**src/rtl/pwr_seq_if.sv**
```systemverilog
// Handshake bundle between the bias-chain sequencer and its surroundings.
// The slave side is the sequencer; the master side is whatever drives the
// power-up request and the analog ready flags (the bench, or top-level glue).
interface pwr_seq_if;
    logic       EN;
    logic       RDY_IREF;
    logic       RDY_LDO;
    logic       PU_IREF;
    logic       CAL_IREF;
    logic       PU_LDO;
    logic       RDY;
    logic       ERR;
    logic [2:0] STATE;

    modport master (
        output EN, RDY_IREF, RDY_LDO,
        input  PU_IREF, CAL_IREF, PU_LDO, RDY, ERR, STATE
    );

    modport slave (
        input  EN, RDY_IREF, RDY_LDO,
        output PU_IREF, CAL_IREF, PU_LDO, RDY, ERR, STATE
    );
endinterface

```
**src/rtl/pwr_seq.sv**
```systemverilog
// Power-up sequencer for the analog bias chain: current reference first
// (with a calibration hold), then the LDO, then system-ready. Timeouts and
// brown-outs latch a sticky error; dropping EN powers down in reverse order.
// A single down-counter is shared by every timed phase; it is only ever
// decremented while non-zero, so it cannot wrap.
module pwr_seq #(
    parameter int CAL_CYCLES = 8,
    parameter int TMO_IREF   = 64,
    parameter int TMO_LDO    = 32,
    parameter int PD_GAP     = 4,
    parameter int CNT_W      = 8
) (
    input  logic     CLK,
    input  logic     RST_N,
    pwr_seq_if.slave bus
);

    typedef enum logic [2:0] {
        S_OFF       = 3'd0,
        S_IREF_CAL  = 3'd1,
        S_IREF_WAIT = 3'd2,
        S_LDO_WAIT  = 3'd3,
        S_ON        = 3'd4,
        S_PD        = 3'd5,
        S_ERROR     = 3'd6
    } state_t;

    localparam logic [CNT_W-1:0] CAL_LOAD  = CNT_W'(CAL_CYCLES - 1);
    localparam logic [CNT_W-1:0] IREF_LOAD = CNT_W'(TMO_IREF - 1);
    localparam logic [CNT_W-1:0] LDO_LOAD  = CNT_W'(TMO_LDO - 1);
    localparam logic [CNT_W-1:0] PD_LOAD   = CNT_W'(PD_GAP - 1);
    localparam logic [CNT_W-1:0] CNT_ONE   = CNT_W'(1);
    localparam logic [CNT_W-1:0] CNT_ZERO  = '0;

    state_t           state_q, state_d;
    logic [CNT_W-1:0] cnt_q, cnt_d;
    logic             pu_iref_q, pu_iref_d;
    logic             cal_iref_q, cal_iref_d;
    logic             pu_ldo_q, pu_ldo_d;
    logic             rdy_q, rdy_d;
    logic             err_q, err_d;

    logic             cnt_zero;
    logic [CNT_W-1:0] cnt_dec;

    assign cnt_zero = (cnt_q == CNT_ZERO);
    assign cnt_dec  = cnt_q - CNT_ONE;

    // Next-state and next-output decode; EN=0 is tested first in every
    // active state so a power-down request beats ready/timeout/brown-out.
    always_comb begin
        state_d    = state_q;
        cnt_d      = cnt_q;
        pu_iref_d  = pu_iref_q;
        cal_iref_d = cal_iref_q;
        pu_ldo_d   = pu_ldo_q;
        rdy_d      = rdy_q;
        err_d      = err_q;

        case (state_q)
            S_OFF: begin
                if (bus.EN) begin
                    state_d    = S_IREF_CAL;
                    pu_iref_d  = 1'b1;
                    cal_iref_d = 1'b1;
                    cnt_d      = CAL_LOAD;
                end
            end

            S_IREF_CAL: begin
                if (!bus.EN) begin
                    state_d    = S_PD;
                    cal_iref_d = 1'b0;
                    pu_ldo_d   = 1'b0;
                    rdy_d      = 1'b0;
                    cnt_d      = PD_LOAD;
                end else if (!cnt_zero) begin
                    cnt_d = cnt_dec;
                end else begin
                    state_d    = S_IREF_WAIT;
                    cal_iref_d = 1'b0;
                    cnt_d      = IREF_LOAD;
                end
            end

            S_IREF_WAIT: begin
                if (!bus.EN) begin
                    state_d    = S_PD;
                    cal_iref_d = 1'b0;
                    pu_ldo_d   = 1'b0;
                    rdy_d      = 1'b0;
                    cnt_d      = PD_LOAD;
                end else if (bus.RDY_IREF) begin
                    state_d  = S_LDO_WAIT;
                    pu_ldo_d = 1'b1;
                    cnt_d    = LDO_LOAD;
                end else if (cnt_zero) begin
                    state_d    = S_ERROR;
                    pu_iref_d  = 1'b0;
                    cal_iref_d = 1'b0;
                    pu_ldo_d   = 1'b0;
                    rdy_d      = 1'b0;
                    err_d      = 1'b1;
                end else begin
                    cnt_d = cnt_dec;
                end
            end

            S_LDO_WAIT: begin
                if (!bus.EN) begin
                    state_d    = S_PD;
                    cal_iref_d = 1'b0;
                    pu_ldo_d   = 1'b0;
                    rdy_d      = 1'b0;
                    cnt_d      = PD_LOAD;
                end else if (bus.RDY_LDO) begin
                    state_d = S_ON;
                    rdy_d   = 1'b1;
                end else if (cnt_zero) begin
                    state_d    = S_ERROR;
                    pu_iref_d  = 1'b0;
                    cal_iref_d = 1'b0;
                    pu_ldo_d   = 1'b0;
                    rdy_d      = 1'b0;
                    err_d      = 1'b1;
                end else begin
                    cnt_d = cnt_dec;
                end
            end

            S_ON: begin
                if (!bus.EN) begin
                    state_d    = S_PD;
                    cal_iref_d = 1'b0;
                    pu_ldo_d   = 1'b0;
                    rdy_d      = 1'b0;
                    cnt_d      = PD_LOAD;
                end else if (!bus.RDY_IREF || !bus.RDY_LDO) begin
                    state_d    = S_ERROR;
                    pu_iref_d  = 1'b0;
                    cal_iref_d = 1'b0;
                    pu_ldo_d   = 1'b0;
                    rdy_d      = 1'b0;
                    err_d      = 1'b1;
                end
            end

            S_PD: begin
                // EN is deliberately ignored until the reference is off.
                cal_iref_d = 1'b0;
                pu_ldo_d   = 1'b0;
                rdy_d      = 1'b0;
                if (!cnt_zero) begin
                    cnt_d = cnt_dec;
                end else begin
                    state_d   = S_OFF;
                    pu_iref_d = 1'b0;
                end
            end

            S_ERROR: begin
                pu_iref_d  = 1'b0;
                cal_iref_d = 1'b0;
                pu_ldo_d   = 1'b0;
                rdy_d      = 1'b0;
                err_d      = 1'b1;
                if (!bus.EN) begin
                    state_d = S_OFF;
                    err_d   = 1'b0;
                end
            end

            default: begin
                state_d    = S_OFF;
                cnt_d      = CNT_ZERO;
                pu_iref_d  = 1'b0;
                cal_iref_d = 1'b0;
                pu_ldo_d   = 1'b0;
                rdy_d      = 1'b0;
                err_d      = 1'b0;
            end
        endcase
    end

    // State, counter and output registers; reset drops everything at once.
    always_ff @(posedge CLK or negedge RST_N) begin
        if (!RST_N) begin
            state_q    <= S_OFF;
            cnt_q      <= CNT_ZERO;
            pu_iref_q  <= 1'b0;
            cal_iref_q <= 1'b0;
            pu_ldo_q   <= 1'b0;
            rdy_q      <= 1'b0;
            err_q      <= 1'b0;
        end else begin
            state_q    <= state_d;
            cnt_q      <= cnt_d;
            pu_iref_q  <= pu_iref_d;
            cal_iref_q <= cal_iref_d;
            pu_ldo_q   <= pu_ldo_d;
            rdy_q      <= rdy_d;
            err_q      <= err_d;
        end
    end

    assign bus.PU_IREF  = pu_iref_q;
    assign bus.CAL_IREF = cal_iref_q;
    assign bus.PU_LDO   = pu_ldo_q;
    assign bus.RDY      = rdy_q;
    assign bus.ERR      = err_q;
    assign bus.STATE    = state_q;

endmodule

```
**src/flat_wrapper.sv**
```systemverilog
// flat-port wrapper written by rule: the top's interface ports become plain ports
module pwr_seq_flat 
#(
    parameter int CAL_CYCLES = 8,
    parameter int TMO_IREF   = 64,
    parameter int TMO_LDO    = 32,
    parameter int PD_GAP     = 4,
    parameter int CNT_W      = 8
)
  (CLK, RST_N, bus_EN, bus_RDY_IREF, bus_RDY_LDO, bus_PU_IREF, bus_CAL_IREF, bus_PU_LDO, bus_RDY, bus_ERR, bus_STATE);
  pwr_seq_if bus_i ();
  input  logic CLK;
  input  logic RST_N;
  input wire logic [$bits(bus_i.EN)-1:0] bus_EN;
  input wire logic [$bits(bus_i.RDY_IREF)-1:0] bus_RDY_IREF;
  input wire logic [$bits(bus_i.RDY_LDO)-1:0] bus_RDY_LDO;
  output wire logic [$bits(bus_i.PU_IREF)-1:0] bus_PU_IREF;
  output wire logic [$bits(bus_i.CAL_IREF)-1:0] bus_CAL_IREF;
  output wire logic [$bits(bus_i.PU_LDO)-1:0] bus_PU_LDO;
  output wire logic [$bits(bus_i.RDY)-1:0] bus_RDY;
  output wire logic [$bits(bus_i.ERR)-1:0] bus_ERR;
  output wire logic [$bits(bus_i.STATE)-1:0] bus_STATE;
  assign bus_i.EN = bus_EN;
  assign bus_i.RDY_IREF = bus_RDY_IREF;
  assign bus_i.RDY_LDO = bus_RDY_LDO;
  assign bus_PU_IREF = bus_i.PU_IREF;
  assign bus_CAL_IREF = bus_i.CAL_IREF;
  assign bus_PU_LDO = bus_i.PU_LDO;
  assign bus_RDY = bus_i.RDY;
  assign bus_ERR = bus_i.ERR;
  assign bus_STATE = bus_i.STATE;
  pwr_seq #(.CAL_CYCLES(CAL_CYCLES), .TMO_IREF(TMO_IREF), .TMO_LDO(TMO_LDO), .PD_GAP(PD_GAP), .CNT_W(CNT_W)) u_core (.CLK(CLK), .RST_N(RST_N), .bus(bus_i));
endmodule
```
**config.mk**
```make
export PLATFORM = sky130hd
export DESIGN_NAME = pwr_seq_flat
export DESIGN_NICKNAME = d
export VERILOG_FILES = /design/src/rtl/pwr_seq_if.sv /design/src/rtl/pwr_seq.sv /design/src/flat_wrapper.sv
export SDC_FILE = /design/constraint.sdc
export NUM_CORES = 1
export LEC_CHECK = 0
export BUFFER_PORTS_ARGS = -buffer_cell sky130_fd_sc_hd__buf_4
export CAP_MARGIN = 10
export CORE_UTILIZATION = 45
export DETAILED_ROUTE_END_ITERATION = 10
export PLACE_DENSITY = 0.73
export SLEW_MARGIN = 0
export SYNTH_ARGS = -nofsm -noshare
export SYNTH_HDL_FRONTEND = slang
export SYNTH_SLANG_ARGS = --single-unit
```
**constraint.sdc**
```tcl
create_clock -name CLK -period 4.5 [get_ports CLK]
set_clock_uncertainty 0.1 [all_clocks]
set_input_delay 0.9 -clock CLK [delete_from_list [all_inputs] [get_ports CLK]]
set_output_delay 0.9 -clock CLK [all_outputs]
set_load 0.005 [all_outputs]
```
==> results.toml <==
[routing]
drc_errors = 0
routed_via_density = 6.42
drt_iter0_markers = 72
vias = 1240
wire_per_inst_microns = 15.4
antenna_left = 0
drt_first_pass_iters = 4
routed_wl_mm = 2.97

[finish]
nets = 173
n_antenna_cell = 0
fillers = 240
areaGrowthSynthToFinish_pct = 9.69
drive_gt1_share_pct = 12.3

[critical_path]
path_class = "flip-flop to flip-flop"
r2r_cells = 8
critPathMaxFanout = 9
cp_num_buf_inv = 1
critPathMaxStageDelay_ns = 0.47
rrSetupSlack_ns = 1.86
arrival_ns = 2.67
r2r_end = "u_core.cnt_q[0]$_DFFE_PN0P_"
end_kind = "flip-flop"
cp-start-kind = "flip-flop"
critPathTopFamily = "simple AND/OR/NAND/NOR gates"
crit_start = "u_core.cnt_q[2]$_DFFE_PN0P_"
worstPathCellList = "nor4_1 -> and3_1 -> inv_2 -> ha_1 -> a2bb2oi_1 -> o21ai_0 -> nor3_1 -> o21ai_0"
r2r-start = "u_core.cnt_q[2]$_DFFE_PN0P_"
cp.required_ns = 4.53
cp_common_cell = "o21ai_0"
crit_slowest_cell = "dfrtp_1"

[yosys]
synth-seq-area-share_pct = 32.7
synthesis.area_sq_um = 1230
ys_warn_count = 0
synthSimpleGateAreaFrac_pct = 22.9
synth_compound_area_share_pct = 33.7
synthAdderAreaFrac_pct = 3.06
synth-seq-cells = 16
synthMuxAreaShare_pct = 0
synthCells = 156
synth_top_family_by_area = "compound AO/OA/AOI/OAI gates"
syn_area_per_cell_sq_um = 7.86
syn-num-nets = 164
synth.distinct_cells = 42
synthXorXnorAreaFrac_pct = 2.14

[timing]
timing.slew.headroom_pct = 51.4
finalMaxSlewViolations = 0
fin_ws_ns = 1.86
fmax_ghz = 0.379
rsz0062_at_grt = "false"
worst_pin_slew_ns = 0.729
min_period_ns = 2.64
final_hold_viol_count = 0
finalSetupTns_ns = 0
final.period_utilization_pct = 58.6
setup_viol = 0

[power]
combPwrFrac_pct = 59.1
ir_worst_vdd_mv = 0.419
p_seq_share_pct = 32.9
p_sw_uw = 464
p_int_uw = 465
power_density_nw_per_um2 = 691
leakage_uw = 0.000607
power.share.clock_pct = 7.9
p_sw_share_pct = 50.0

[place]
place_congestion = 0.860
port_buffers = 12
hpwl_mm = 2.13
dp_slack_ns = 1.94

[clock_tree]
clockRootBuffer = "clkbuf_4"
clk_pin_slew_ns = 0.09
cts.sinks = 16
cts_setup_buffers = 0
cts_tree = "done"
clock_path_buffers = 2
cts_hold_buf = 0
cts_made_buffers = 3
h-tree-depth = 1
clkLatencyLatePin_ns = 0.29
cts_resized = 0

[worst_hold_path]
min_path_type = "primary input to asynchronous set/reset pin"

[global_route]
grt_pass1_vias = 1078
grt_max_degree = 26
use_met1_pct = 33.6
overflow = 0
met2_usage_pct = 35.8
grtUsageTotal_pct = 24.0
use_met3_pct = 5.93
antenna_found_initial = 0
grt_pass1_wl_mm = 4.96
top_usage_layer = "met2"

[outcome]
status = "completed"

[die]
fp.dieH_microns = 54.2
row_count = 18
dieArea_sq_um = 2940
num_io_pins = 13
fp.dieW_microns = 54.2
core_sq_um = 2520
initial_core_util_pct = 48.6

[run]
maxCapViolCount = 0
[flip-flops by register name (all words and copies together), names as in the netlist]
register             cells
u_core.bus.STATE         3
u_core.bus.CAL_IREF      1
u_core.bus.RDY           1
u_core.cnt_q             8
u_core.bus.PU_LDO        1
u_core.bus.ERR           1
u_core.bus.PU_IREF       1
[power by group through the flow]
| stage | clock network, uW | registers, uW | logic (uW) |
|---|---|---|---|
| after CTS | 76.9 | 302 | 544 |
| final | 73.8 | 306 | 549 |
| after detailed placement | 0 | 305 | 539 |
| after global placement | 0 | 301 | 526 |
| after global routing | 82.8 | 319 | 620 |
| after floorplan | 0 | 247 | 449 |
[per-stage QoR]
step	util (%)	hold slack, ns	instances	instance area [sq um]	power (uW)
finish	53.3	0.346	193	1350	929
global route	53.3	0.362	193	1350	1020
CTS	53.3	0.358	193	1350	923
detailed placement	52.4	0.409	190	1320	844
global placement	52.4	0.404	190	1320	827
floorplan	-	0.382	156	1230	696
[cell usage in the layout (no fill, tap or decap), types with 2 or more instances in the layout]
cell | netlist | final
a211o_1 | 3 | 3
a211oi_1 | 2 | 2
a21o_1 | 6 | 6
a21oi_1 | 11 | 11
a221oi_1 | 4 | 4
a22oi_1 | 2 | 2
and3_1 | 2 | 2
buf_4 | 0 | 12
clkbuf_4 | 0 | 3
dfrtp_1 | 16 | 16
ha_1 | 3 | 3
inv_1 | 9 | 9
nand2_1 | 19 | 19
nand2b_1 | 3 | 3
nand3_1 | 6 | 6
nor2_1 | 9 | 9
nor2b_1 | 5 | 5
nor3_1 | 3 | 3
nor4_1 | 2 | 2
o211ai_1 | 3 | 3
o21ai_0 | 13 | 13
o21bai_1 | 2 | 2
o22ai_1 | 2 | 2
o31ai_1 | 2 | 2
or3_1 | 3 | 3
xnor2_1 | 2 | 2
[how the worst max path moves through the flow]
stage | endpoint | slack [ns] | depth (start not counted)
finish | u_core.cnt_q[0]$_DFFE_PN0P_ | 1.86 | 8
global route | u_core.cnt_q[0]$_DFFE_PN0P_ | 1.67 | 8
CTS | u_core.cnt_q[0]$_DFFE_PN0P_ | 1.90 | 8
detailed placement | u_core.cnt_q[0]$_DFFE_PN0P_ | 1.94 | 8
global placement | u_core.cnt_q[0]$_DFFE_PN0P_ | 2.00 | 8
floorplan | u_core.cnt_q[2]$_DFFE_PN0P_ | 2.28 | 5
[layout make-up]
class	instances	area, sq um	area share, %
Multi-Input combinational cell	122	757	56.3
Sequential cell	16	400	29.8
Timing Repair Buffer	12	90.1	6.70
Inverter	10	37.5	2.79
Tap cell	30	37.5	2.79
Clock buffer	3	22.5	1.67
[synthesized netlist by cell type]
cell type	count	area (sq um)
a2bb2oi_1	1	8.76
a31oi_1	1	6.26
o21bai_1	2	15.0
o22ai_1	2	12.5
clkbuf_1	7	26.3
nor2_1	9	33.8
buf_2	1	5.00
and3_1	2	12.5
a311oi_1	1	8.76
nor4_1	2	12.5
dfrtp_1	16	400
a211o_2	1	10.0
a21o_1	6	45.0
nor3_1	3	15.0
a2111oi_0	1	8.76
xor2_1	1	8.76
nand2_1	19	71.3
a221o_1	1	10.0
o21ai_1	1	5.00
inv_2	1	3.75
a32oi_1	1	8.76
o211ai_1	3	22.5
o31ai_1	2	15.0
a22oi_1	2	15.0
a221oi_1	4	35.0
ha_1	3	37.5
o21ai_0	13	65.1
or3_1	3	18.8
o221ai_2	1	15.0
or3_4	1	11.3
a211o_1	3	26.3
nand4_1	1	6.26
nand3b_1	1	7.51
nor2b_1	5	31.3
inv_1	9	33.8
nand2b_1	3	18.8
or4_4	1	11.3
a21oi_1	11	55.1
o32a_1	1	10.0
a211oi_1	2	15.0
nand3_1	6	30.0
xnor2_1	2	17.5
[metal layers]
layer / part of all wire, % / up-vias
met5: 0 / -
met4: 1.0 / 0
met3: 4.9 / 4
met2: 46 / 44
met1: 48 / 598
li1: - / 594
[logic make-up after synthesis]
logic type / count (synthesis)
compound gates: 60
flops: 16
buf+inv: 18
simple gates: 56
fa+ha+maj: 3
xor+xnor: 3
(Power assumes the default switching activity.)
